[src/rtl/rotary_pkg.sv]
// Shared codes and playfield constants for the rotary paddle input stage and the game logic.
package rotary_pkg;

   typedef enum logic [1:0] {
      DIR_NONE = 2'b00,
      DIR_CW   = 2'b01,
      DIR_CCW  = 2'b10
   } dir_e;

   localparam int DEBOUNCE_CYCLES_DEF = 250000;
   localparam int X_MIN_DEF           = 0;
   localparam int X_MAX_DEF           = 640;
   localparam int PADDLE_W_DEF        = 64;

   // Clamp a signed intermediate position into [lo, hi]; the result never wraps.
   function automatic logic [9:0] sat_pos(input logic signed [10:0] v, input int lo, input int hi);
      if (int'(v) < lo) return 10'(lo);
      if (int'(v) > hi) return 10'(hi);
      return v[9:0];
   endfunction

endpackage

[src/rtl/input_debouncer.sv]
// Raw active-low pin -> inverted, 2-FF synchronised, counter-debounced level plus a rise strobe.
module input_debouncer #(
   parameter int CYCLES = 4
) (
   input  logic clk25,
   input  logic rst_n,
   input  logic pin_n,
   output logic filt,
   output logic rise
);
   localparam int CNT_W = (CYCLES > 1) ? $clog2(CYCLES) : 1;

   logic [1:0]       sync_q, sync_d;
   logic             filt_q, filt_d;
   logic             rise_q, rise_d;
   logic [CNT_W-1:0] cnt_q, cnt_d;

   // NOTE: every signal gets a default before any branch, so no path leaves it unassigned (no latch).
   always_comb begin
      sync_d = {sync_q[0], ~pin_n};
      filt_d = filt_q;
      rise_d = 1'b0;
      cnt_d  = cnt_q;
      if (sync_q[1] == filt_q) begin
         cnt_d = '0;
      end else if (cnt_q == CNT_W'(CYCLES - 1)) begin
         filt_d = sync_q[1];
         rise_d = sync_q[1];
         cnt_d  = '0;
      end else begin
         cnt_d = cnt_q + 1'b1;
      end
   end

   // NOTE: state flops use non-blocking assignments so all registers update from pre-edge values.
   always_ff @(posedge clk25 or negedge rst_n) begin
      if (!rst_n) begin
         sync_q <= '0;
         filt_q <= 1'b0;
         rise_q <= 1'b0;
         cnt_q  <= '0;
      end else begin
         sync_q <= sync_d;
         filt_q <= filt_d;
         rise_q <= rise_d;
         cnt_q  <= cnt_d;
      end
   end

   assign filt = filt_q;
   assign rise = rise_q;

endmodule

[src/rtl/rotary_paddle_ctrl.sv]
// Rotary encoder + button conditioning: saturating paddle position latched on vsync fall, launch pulse.
// Optional ROT_ACCEL_EN: same-direction detents inside ACCEL_WINDOW clocks move STEP*4.
module rotary_paddle_ctrl
   import rotary_pkg::*;
#(
   parameter int DEBOUNCE_CYCLES = DEBOUNCE_CYCLES_DEF,
   parameter int STEP            = 8,
   parameter int PADDLE_W        = PADDLE_W_DEF,
   parameter int X_MIN           = X_MIN_DEF,
   parameter int X_MAX           = X_MAX_DEF,
   parameter int X_RESET         = 288,
   parameter int ACCEL_WINDOW    = 1250000
) (
   input  logic       clk25,
   input  logic       rst_n,
   input  logic       rota_n,
   input  logic       rotb_n,
   input  logic       de_n,
   input  logic       vsync,
   output logic [9:0] paddle_x,
   output logic       launch,
   output logic [1:0] dir_dbg
);
   localparam int                X_HI   = X_MAX - PADDLE_W;
   localparam logic signed [10:0] STEP_S = 11'(STEP);

   logic [1:0] rst_sync_q, rst_sync_d;
   logic       rst_int_n;

   // Assert follows rst_n asynchronously; release is aligned to clk25.
   always_comb rst_sync_d = {rst_sync_q[0], 1'b1};
   always_ff @(posedge clk25 or negedge rst_n) begin
      if (!rst_n) rst_sync_q <= 2'b00;
      else        rst_sync_q <= rst_sync_d;
   end
   assign rst_int_n = rst_sync_q[1];

   logic a_rise, b_filt, btn_rise;
   logic unused_a_filt, unused_b_rise, unused_btn_filt;

   input_debouncer #(.CYCLES(DEBOUNCE_CYCLES)) u_deb_a (
      .clk25(clk25), .rst_n(rst_int_n), .pin_n(rota_n), .filt(unused_a_filt), .rise(a_rise));
   input_debouncer #(.CYCLES(DEBOUNCE_CYCLES)) u_deb_b (
      .clk25(clk25), .rst_n(rst_int_n), .pin_n(rotb_n), .filt(b_filt), .rise(unused_b_rise));
   input_debouncer #(.CYCLES(DEBOUNCE_CYCLES)) u_deb_btn (
      .clk25(clk25), .rst_n(rst_int_n), .pin_n(de_n), .filt(unused_btn_filt), .rise(btn_rise));

   dir_e              dir_q, dir_d, dir_new;
   logic [9:0]        pos_q, pos_d;
   logic [9:0]        paddle_q, paddle_d;
   logic              launch_q, launch_d;
   logic              vs_prev_q, vs_prev_d;
   logic signed [10:0] step_s, sum_s;

   assign dir_new = b_filt ? DIR_CCW : DIR_CW;

`ifdef ROT_ACCEL_EN
   localparam int                WIN_W       = $clog2(ACCEL_WINDOW + 1);
   localparam logic signed [10:0] STEP_FAST_S = 11'(STEP * 4);

   logic [WIN_W-1:0] win_q, win_d;

   always_comb begin
      win_d = win_q;
      if (a_rise)                              win_d = '0;
      else if (win_q != WIN_W'(ACCEL_WINDOW))  win_d = win_q + 1'b1;
      step_s = ((dir_new == dir_q) && (win_q < WIN_W'(ACCEL_WINDOW))) ? STEP_FAST_S : STEP_S;
   end

   always_ff @(posedge clk25 or negedge rst_int_n) begin
      if (!rst_int_n) win_q <= '0;
      else            win_q <= win_d;
   end
`else
   assign step_s = STEP_S;
`endif

   always_comb begin
      pos_d     = pos_q;
      dir_d     = dir_q;
      paddle_d  = paddle_q;
      launch_d  = btn_rise;
      vs_prev_d = vsync;
      sum_s     = '0;
      if (a_rise) begin
         sum_s = (dir_new == DIR_CW) ? $signed({1'b0, pos_q}) + step_s
                                     : $signed({1'b0, pos_q}) - step_s;
         pos_d = sat_pos(sum_s, X_MIN, X_HI);
         dir_d = dir_new;
      end
      // Latch the pre-update pos, so a detent on the vsync edge shows up next frame.
      if (vs_prev_q && !vsync) paddle_d = pos_q;
   end

   always_ff @(posedge clk25 or negedge rst_int_n) begin
      if (!rst_int_n) begin
         pos_q     <= 10'(X_RESET);
         paddle_q  <= 10'(X_RESET);
         dir_q     <= DIR_NONE;
         launch_q  <= 1'b0;
         vs_prev_q <= 1'b0;
      end else begin
         pos_q     <= pos_d;
         paddle_q  <= paddle_d;
         dir_q     <= dir_d;
         launch_q  <= launch_d;
         vs_prev_q <= vs_prev_d;
      end
   end

   assign paddle_x = paddle_q;
   assign launch   = launch_q;
   assign dir_dbg  = dir_q;

endmodule
[config.mk]
export PLATFORM = sky130hd
export DESIGN_NAME = rotary_paddle_ctrl
export DESIGN_NICKNAME = d
export VERILOG_FILES = /design/src/rtl/rotary_pkg.sv /design/src/rtl/input_debouncer.sv /design/src/rtl/rotary_paddle_ctrl.sv
export SDC_FILE = /design/constraint.sdc
export NUM_CORES = 1
export LEC_CHECK = 0
export BUFFER_PORTS_ARGS = -buffer_cell sky130_fd_sc_hd__buf_2
export CORE_MARGIN = 2
export CORE_UTILIZATION = 60
export CTS_CLUSTER_DIAMETER = 150
export DETAILED_ROUTE_END_ITERATION = 6
export PLACE_DENSITY = 0.78
export SETUP_SLACK_MARGIN = 0.3
export SLEW_MARGIN = 20
export SYNTH_ARGS = -nofsm -noshare
export SYNTH_HDL_FRONTEND = slang
export SYNTH_SLANG_ARGS = --single-unit
[constraint.sdc]
create_clock -name clk25 -period 3.3 [get_ports clk25]
set_input_delay 0.165 -clock clk25 [delete_from_list [all_inputs] [get_ports clk25]]
set_output_delay 0.165 -clock clk25 [all_outputs]
set_load 0.1 [all_outputs]
==> flow_metrics.env, run 1 <==
export IMPL_synth_ff_type="dfrtp_1"
export IMPL_avgSynthCellArea_um2=10.5
export IMPL_max_stage_delay_ns=0.53
export IMPL_ys_ff_latch=85
export IMPL_timing_hold_ws_ns=0.122
export IMPL_ir_drop_v=0.000349
export IMPL_fin_worst_skew_ns=0.00533
export IMPL_post_cts_resized=0
export IMPL_arrival_ns=2.46
export IMPL_root_buffer="clkbuf_8"
export IMPL_finalPower_mw=1.92
export IMPL_final_area_um2=4520
export IMPL_rr_startpoint="u_deb_b.filt"
export IMPL_drt_initial_drc_count=105
export IMPL_syn2layout_area_growth_pct=10.2
export IMPL_maxCapViolCount=0
export IMPL_ys_warn_count=0
export IMPL_cts_clk_slew_worst_paths_ns=0.08
export IMPL_drt_pass1_iterations=4
export IMPL_crit_fanout=11
export IMPL_intPower_mw=1.50
export IMPL_yosys_area_top_type="dfrtp_1"
export IMPL_crit_path_start_kind="flop"
export IMPL_grt_pass1_wl_um=12200
export IMPL_io_buffers=15
export IMPL_clockBufferDepth=2
export IMPL_endpoint_kind="flop"
export IMPL_synth_seq_area_share=0.520
export IMPL_p_leak_nw=2.12
export IMPL_path_cells="ha_1 > o211ai_1 > o211a_1 > o21ba_1 > or2_1 > a32o_1"
export IMPL_cts_made_buffers=9
export IMPL_max_slew_margin=0.615
export IMPL_core_rowCount=30
export IMPL_hold_viol_final=0
export IMPL_wl_per_cell_um=13.8
export IMPL_postCtsSetupRepairBufs=0
export IMPL_combPwrFrac=0.035
export IMPL_post_route_drc_count=0
export IMPL_synth_common_cells="dfrtp_1 (81), nor2_1 (67), xor2_1 (29)"
export IMPL_drive_gt1_frac=0.134
export IMPL_min_period_ns=2.22
export IMPL_core_area_um2=6720
export IMPL_clk_latency_ns=0.35
export IMPL_ios=19
export IMPL_insertedDiodeCount=0
export IMPL_rsz0062_at_grt="false"
export IMPL_synth_top_area_share=0.494
export IMPL_vias_per_cell=5.45
export IMPL_postPlaceCellArea_um2=4240
export IMPL_tritoncts="built"
export IMPL_post_dp_hpwl_um=4610
export IMPL_fmax_mhz=451
export IMPL_async_flop_share=1.00
export IMPL_die_w_um=86.7
export IMPL_clock_sinks=85
export IMPL_outcome="finished clean"
export IMPL_antenna_found_initial=0
export IMPL_grt_max_degree=84
export IMPL_min_path_type="input port to async pin"
export IMPL_r2r_end="pos_q[7]"
export IMPL_seqPwrFrac=0.560
export IMPL_finalSetupTns_ns=0
export IMPL_cp_slowest_cell="dfrtp_1"
export IMPL_overflow=0
export IMPL_synth_area_leaders="dfrtp_1 (49%), xor2_1 (6.2%), nor2_1 (6.1%)"
export IMPL_regToRegSetupSlack_ns=1.08
export IMPL_reg2reg_depth=6
export IMPL_worst_pin_slew_ns=0.576
export IMPL_power_switching_uw=419
export IMPL_pwr_share_clk=0.405
export IMPL_start_util=0.611
export IMPL_synth_most_common_cell="dfrtp_1"
export IMPL_h_tree_depth=3
export IMPL_worstSetupPathType="flop to flop"
export IMPL_slew_violations=0
export IMPL_grt_pass1_vias=2706
export IMPL_critPathRequiredTime_ns=3.54
export IMPL_grtUsageTotal=0.206
export IMPL_ys_types=49
export IMPL_ant_nets=0
export IMPL_syn_cell_area_um2=4100
export IMPL_die_area_um2=7520
export IMPL_setup_viol=0
export IMPL_synth_edf_count=0
export IMPL_syn_instance_count=389
export IMPL_place_gp_congestion=0.837
export IMPL_final_nets=430
export IMPL_pwr_density_cell_nw_per_um2=425
export IMPL_die_y_um=86.7
export IMPL_vias=2722
export IMPL_swShare=0.218
export IMPL_min_period_over_period=0.672
export IMPL_finalWirelength_um=6870
==> area by class of cell <==
cell class | instances | area (µm²)
sequential | 85 | 2140
tap | 80 | 100
multi-input combinational | 278 | 1860
clock inverter | 4 | 72.6
timing repair buffer | 21 | 153
clock buffer | 12 | 135
fill | 542 | 2200
inverter | 19 | 71.3
==> worst max-delay path: cells and delay by family, from the launching register on <==
family	cells	cell delay (ns)
compound gates	4	0.88
flops	1	0.53
fa+ha+maj	1	0.45
simple gates	1	0.25
==> worst max-delay path by stage <==
stage	start	end	slack, ns	cells after the start
after floorplan	rst_sync_q[1]	dir_dbg[0]	0.76	0
after global placement	u_deb_b.filt	pos_q[7]	1.18	6
after detailed placement	u_deb_b.filt	pos_q[7]	1.09	6
after CTS	u_deb_b.filt	pos_q[7]	1.09	6
after global routing	u_deb_b.filt	pos_q[3]	0.94	6
final	u_deb_b.filt	pos_q[7]	1.08	6
==> registers in the layout, summed over array words and instances, names as in the netlist <==
| register | cells |
|---|---|
| u_deb_b.cnt_q | 18 |
| u_deb_a.sync_q | 2 |
| u_deb_btn.cnt_q | 18 |
| dir_dbg | 2 |
| u_deb_b.filt | 1 |
| u_deb_a.filt | 1 |
| paddle_x | 7 |
| launch | 1 |
| u_deb_btn.sync_q | 2 |
| u_deb_btn.rise | 1 |
| u_deb_a.rise | 1 |
| pos_q | 7 |
| rst_sync_q | 2 |
| u_deb_btn.filt | 1 |
| u_deb_b.sync_q | 2 |
| u_deb_a.cnt_q | 18 |
| vs_prev_q | 1 |
==> repair_timing <==
| action | in CTS | in global routing |
|---|---|---|
| hold buffers | 5 | 0 |
| hold endpoints to repair | 6 | 0 |
| setup endpoints to repair | 0 | 0 |
==> placed cells by master (no fill, tap or decap), drive strengths merged, types with 2 or more instances in the layout <==
cell type    Yosys  routed
nand2b           2       2
a211oi           2       2
buf              8      16
clkbuf           1      12
nand4           10      10
nand3           23      23
dfstp            4       4
a32o             2       2
conb             2       4
mux2             6       6
o22ai            3       3
and3             6       6
nand2           23      23
xor2            29      29
nor4b            4       4
dlygate4sd3      0       5
o21ai           13      13
o21a             2       2
inv             19      19
dfrtp           81      81
nor4             7       7
nor3             9       9
xnor2           26      26
or2              7       7
nor2            67      67
ha               9       9
o211a            2       2
bufinv           0       2
nor3b            8       8
==> logic make-up after synthesis <==
kind of cell,share of synthesized area
AO/OA/AOI/OAI,0.0595
XOR/XNOR,0.117
adder cells (fa/ha/maj),0.0323
buffers and inverters,0.0299
flip-flops,0.520
multiplexers,0.0165
other,0.00183
AND/OR/NAND/NOR,0.223
==> metrics by stage <==
| step | instances | setup slack, ns | util |
|---|---|---|---|
| 2_1_floorplan | 391 | 0.764 | - |
| 5_1_grt | 499 | 0.935 | 0.673 |
| 6_report | 499 | 1.08 | 0.673 |
| 3_3_place_gp | 477 | 1.18 | 0.631 |
| 3_5_place_dp | 477 | 1.09 | 0.631 |
| 4_1_cts | 498 | 1.09 | 0.669 |
==> power by group through the flow <==
stage | logic, mW | registers [mW] | clock network (mW)
final | 0.0669 | 1.08 | 0.779
after CTS | 0.0531 | 1.09 | 0.798
after detailed placement | 0.0477 | 1.11 | 0
after global routing | 0.0758 | 1.08 | 0.843
after floorplan | 0.0421 | 1.10 | 0
after global placement | 0.0461 | 1.11 | 0
==> metal layers <==
metal	vias to the layer above	routed length [µm]	global-route usage
met5	-	0	0
met4	0	108	0.0753
met3	9	185	0.0429
met2	39	3210	0.315
met1	1316	3370	0.292
li1	1358	-	-
Note: power is estimated with default switching activity, not from simulation.
==> run 2: changes to the inputs <==
clock period = 2.24 ns   (was 3.3 ns; I/O delays follow)
==> run 2 against run 1 <==
Compared with the run above:
- power grew 48%
- critical endpoint unchanged
- sequential power is 46% higher
- clock power grew 48%
- non-clock buffer count increased by 11
- sequential cell count stayed put
- worst hold slack worse by 0.051 ns
==> flow_metrics.env, run 2 (synthesized netlist as in run 1, its figures left out) <==
export IMPL_outcome="finished clean"
export IMPL_fmax_mhz=466
export IMPL_vias=2867
export IMPL_clock_sinks=85
export IMPL_fin_worst_skew_ns=0.00944
export IMPL_maxCapViolCount=0
export IMPL_cp_startpoint="u_deb_b.filt"
export IMPL_overflow=0
export IMPL_finalWirelength_um=7470
export IMPL_hold_viol_final=0
export IMPL_rr_startpoint="u_deb_b.filt"
export IMPL_tritoncts="built"
export IMPL_seqPwrFrac=0.559
export IMPL_drt_initial_drc_count=124
export IMPL_root_buffer="clkbuf_8"
export IMPL_final_nets=441
export IMPL_core_rowCount=30
export IMPL_wl_per_cell_um=14.6
export IMPL_min_period_over_period=0.957
export IMPL_instances_no_fill=510
export IMPL_vias_per_cell=5.62
export IMPL_ios=19
export IMPL_arrival_ns=2.38
export IMPL_slew_violations=0
export IMPL_intPower_mw=2.21
export IMPL_crit_fanout=6
export IMPL_finalSetupTns_ns=0
export IMPL_dp_cells=480
export IMPL_worst_pin_slew_ns=0.524
export IMPL_min_path_type="input port to async pin"
export IMPL_postPlaceCellArea_um2=4310
export IMPL_setup_viol=0
export IMPL_combPwrFrac=0.034
export IMPL_grt_pass1_wl_um=12800
export IMPL_finalPower_mw=2.84
export IMPL_grt_pass1_vias=2955
export IMPL_ant_nets=0
export IMPL_swShare=0.220
export IMPL_antenna_found_initial=0
export IMPL_finalCoreUtilization=0.706
export IMPL_grtUsageTotal=0.218
export IMPL_cts_made_buffers=9
export IMPL_die_y_um=86.7
export IMPL_layout_common_cells="dfrtp_1 (79), nor2_1 (67), xor2_1 (29)"
export IMPL_die_area_um2=7520
export IMPL_reg_top3="u_deb_a.cnt_q (18), u_deb_b.cnt_q (18), u_deb_btn.cnt_q (18)"
export IMPL_max_slew_margin=0.651
export IMPL_io_buffers=15
export IMPL_place_gp_congestion=0.860
export IMPL_min_period_ns=2.14
export IMPL_critPathRequiredTime_ns=2.47
export IMPL_endpoint_kind="flop"
export IMPL_h_tree_depth=3
export IMPL_power_switching_uw=624
export IMPL_core_area_um2=6720
export IMPL_post_route_drc_count=0
export IMPL_worstSetupPathType="flop to flop"
export IMPL_start_util=0.611
export IMPL_cts_clk_slew_worst_paths_ns=0.08
export IMPL_grt_max_degree=44
export IMPL_pwr_density_cell_nw_per_um2=598
export IMPL_syn2layout_area_growth_pct=15.6
export IMPL_die_w_um=86.7
export IMPL_layout_commonest_cell="dfrtp_1"
export IMPL_insertedDiodeCount=0
export IMPL_drive_gt1_frac=0.193
export IMPL_clockBufferDepth=2
export IMPL_pwr_share_clk=0.407
export IMPL_p_leak_nw=2.17
export IMPL_fill_cells=487
export IMPL_clk_latency_ns=0.35
export IMPL_post_dp_hpwl_um=4750
export IMPL_crit_path_start_kind="flop"
export IMPL_final_area_um2=4740
export IMPL_rsz0062_at_grt="true"
export IMPL_drt_pass1_iterations=4
export IMPL_ir_drop_v=0.000339
-- run 2: cell types whose count changed in the layout (fill, tap and decap cells not counted), sizes merged --
cell	delta
clkbuf	-2
buf	+11
clkinvlp	+2
-- run 2: what timing repair did --
item,in CTS,in global routing
setup endpoints to repair,7,25
cloned,0,0
pin swaps,14,2
gates resized for setup,14,3
hold buffers,5,0
buffers inserted,9,0
endpoints found under the hold margin,6,0
-- run 2: power by group through the flow --
stage / Combinational, mW / Clock [mW] / Sequential (mW)
after CTS: 0.0977 / 1.17 / 1.59
after global placement: 0.0887 / 0 / 1.62
after floorplan: 0.0620 / 0 / 1.62
after detailed placement: 0.0911 / 0 / 1.62
after global routing: 0.110 / 1.24 / 1.59
final: 0.0965 / 1.15 / 1.58
-- run 2: stage by stage --
| step | setup WS (ns) | hold WS (ns) |
|---|---|---|
| floorplan | 0.275 | -0.184 |
| global placement | 0.192 | -0.103 |
| detailed placement | 0.109 | -0.101 |
| CTS | 0.146 | 0.0531 |
| global route | 0.0294 | 0.0841 |
| finish | 0.0955 | 0.0712 |
-- run 2: path summary, 6_finish.rpt --
path,end,slack (ns),cells after the start
max,pos_q[7],0.1,7
min,rst_sync_q[1],0.07,2
max reg2reg,pos_q[7],0.1,7
min reg2reg,u_deb_btn.cnt_q[14],0.31,0
max in group asynchronous,pos_q[5],1.24,1
min in group clk25,launch,0.35,0
-- run 2: metal layers --
metal | routed length (µm) | track usage
met5 | 0 | 0
met4 | 161 | 0.107
met3 | 225 | 0.0371
met2 | 3670 | 0.359
met1 | 3410 | 0.281
-- run 2: cell type report --
cell class	count	area [µm²]	area share
clock buffer	10	128	0.0269
clock inverter	6	87.6	0.0185
inverter	19	71.3	0.0150
multi-input combinational	278	1980	0.417
sequential	85	2140	0.451
tap	80	100	0.0211
timing repair buffer	32	241	0.0509
-- run 2: worst max-delay path: stages, from the launching register on --
cell and delay (ns):
dfrtp_2 0.43, buf_12 0.15, ha_4 0.27, o211ai_1 0.12, o211a_1 0.29, o21ba_4 0.23, or2_4 0.27, a32o_1 0.26
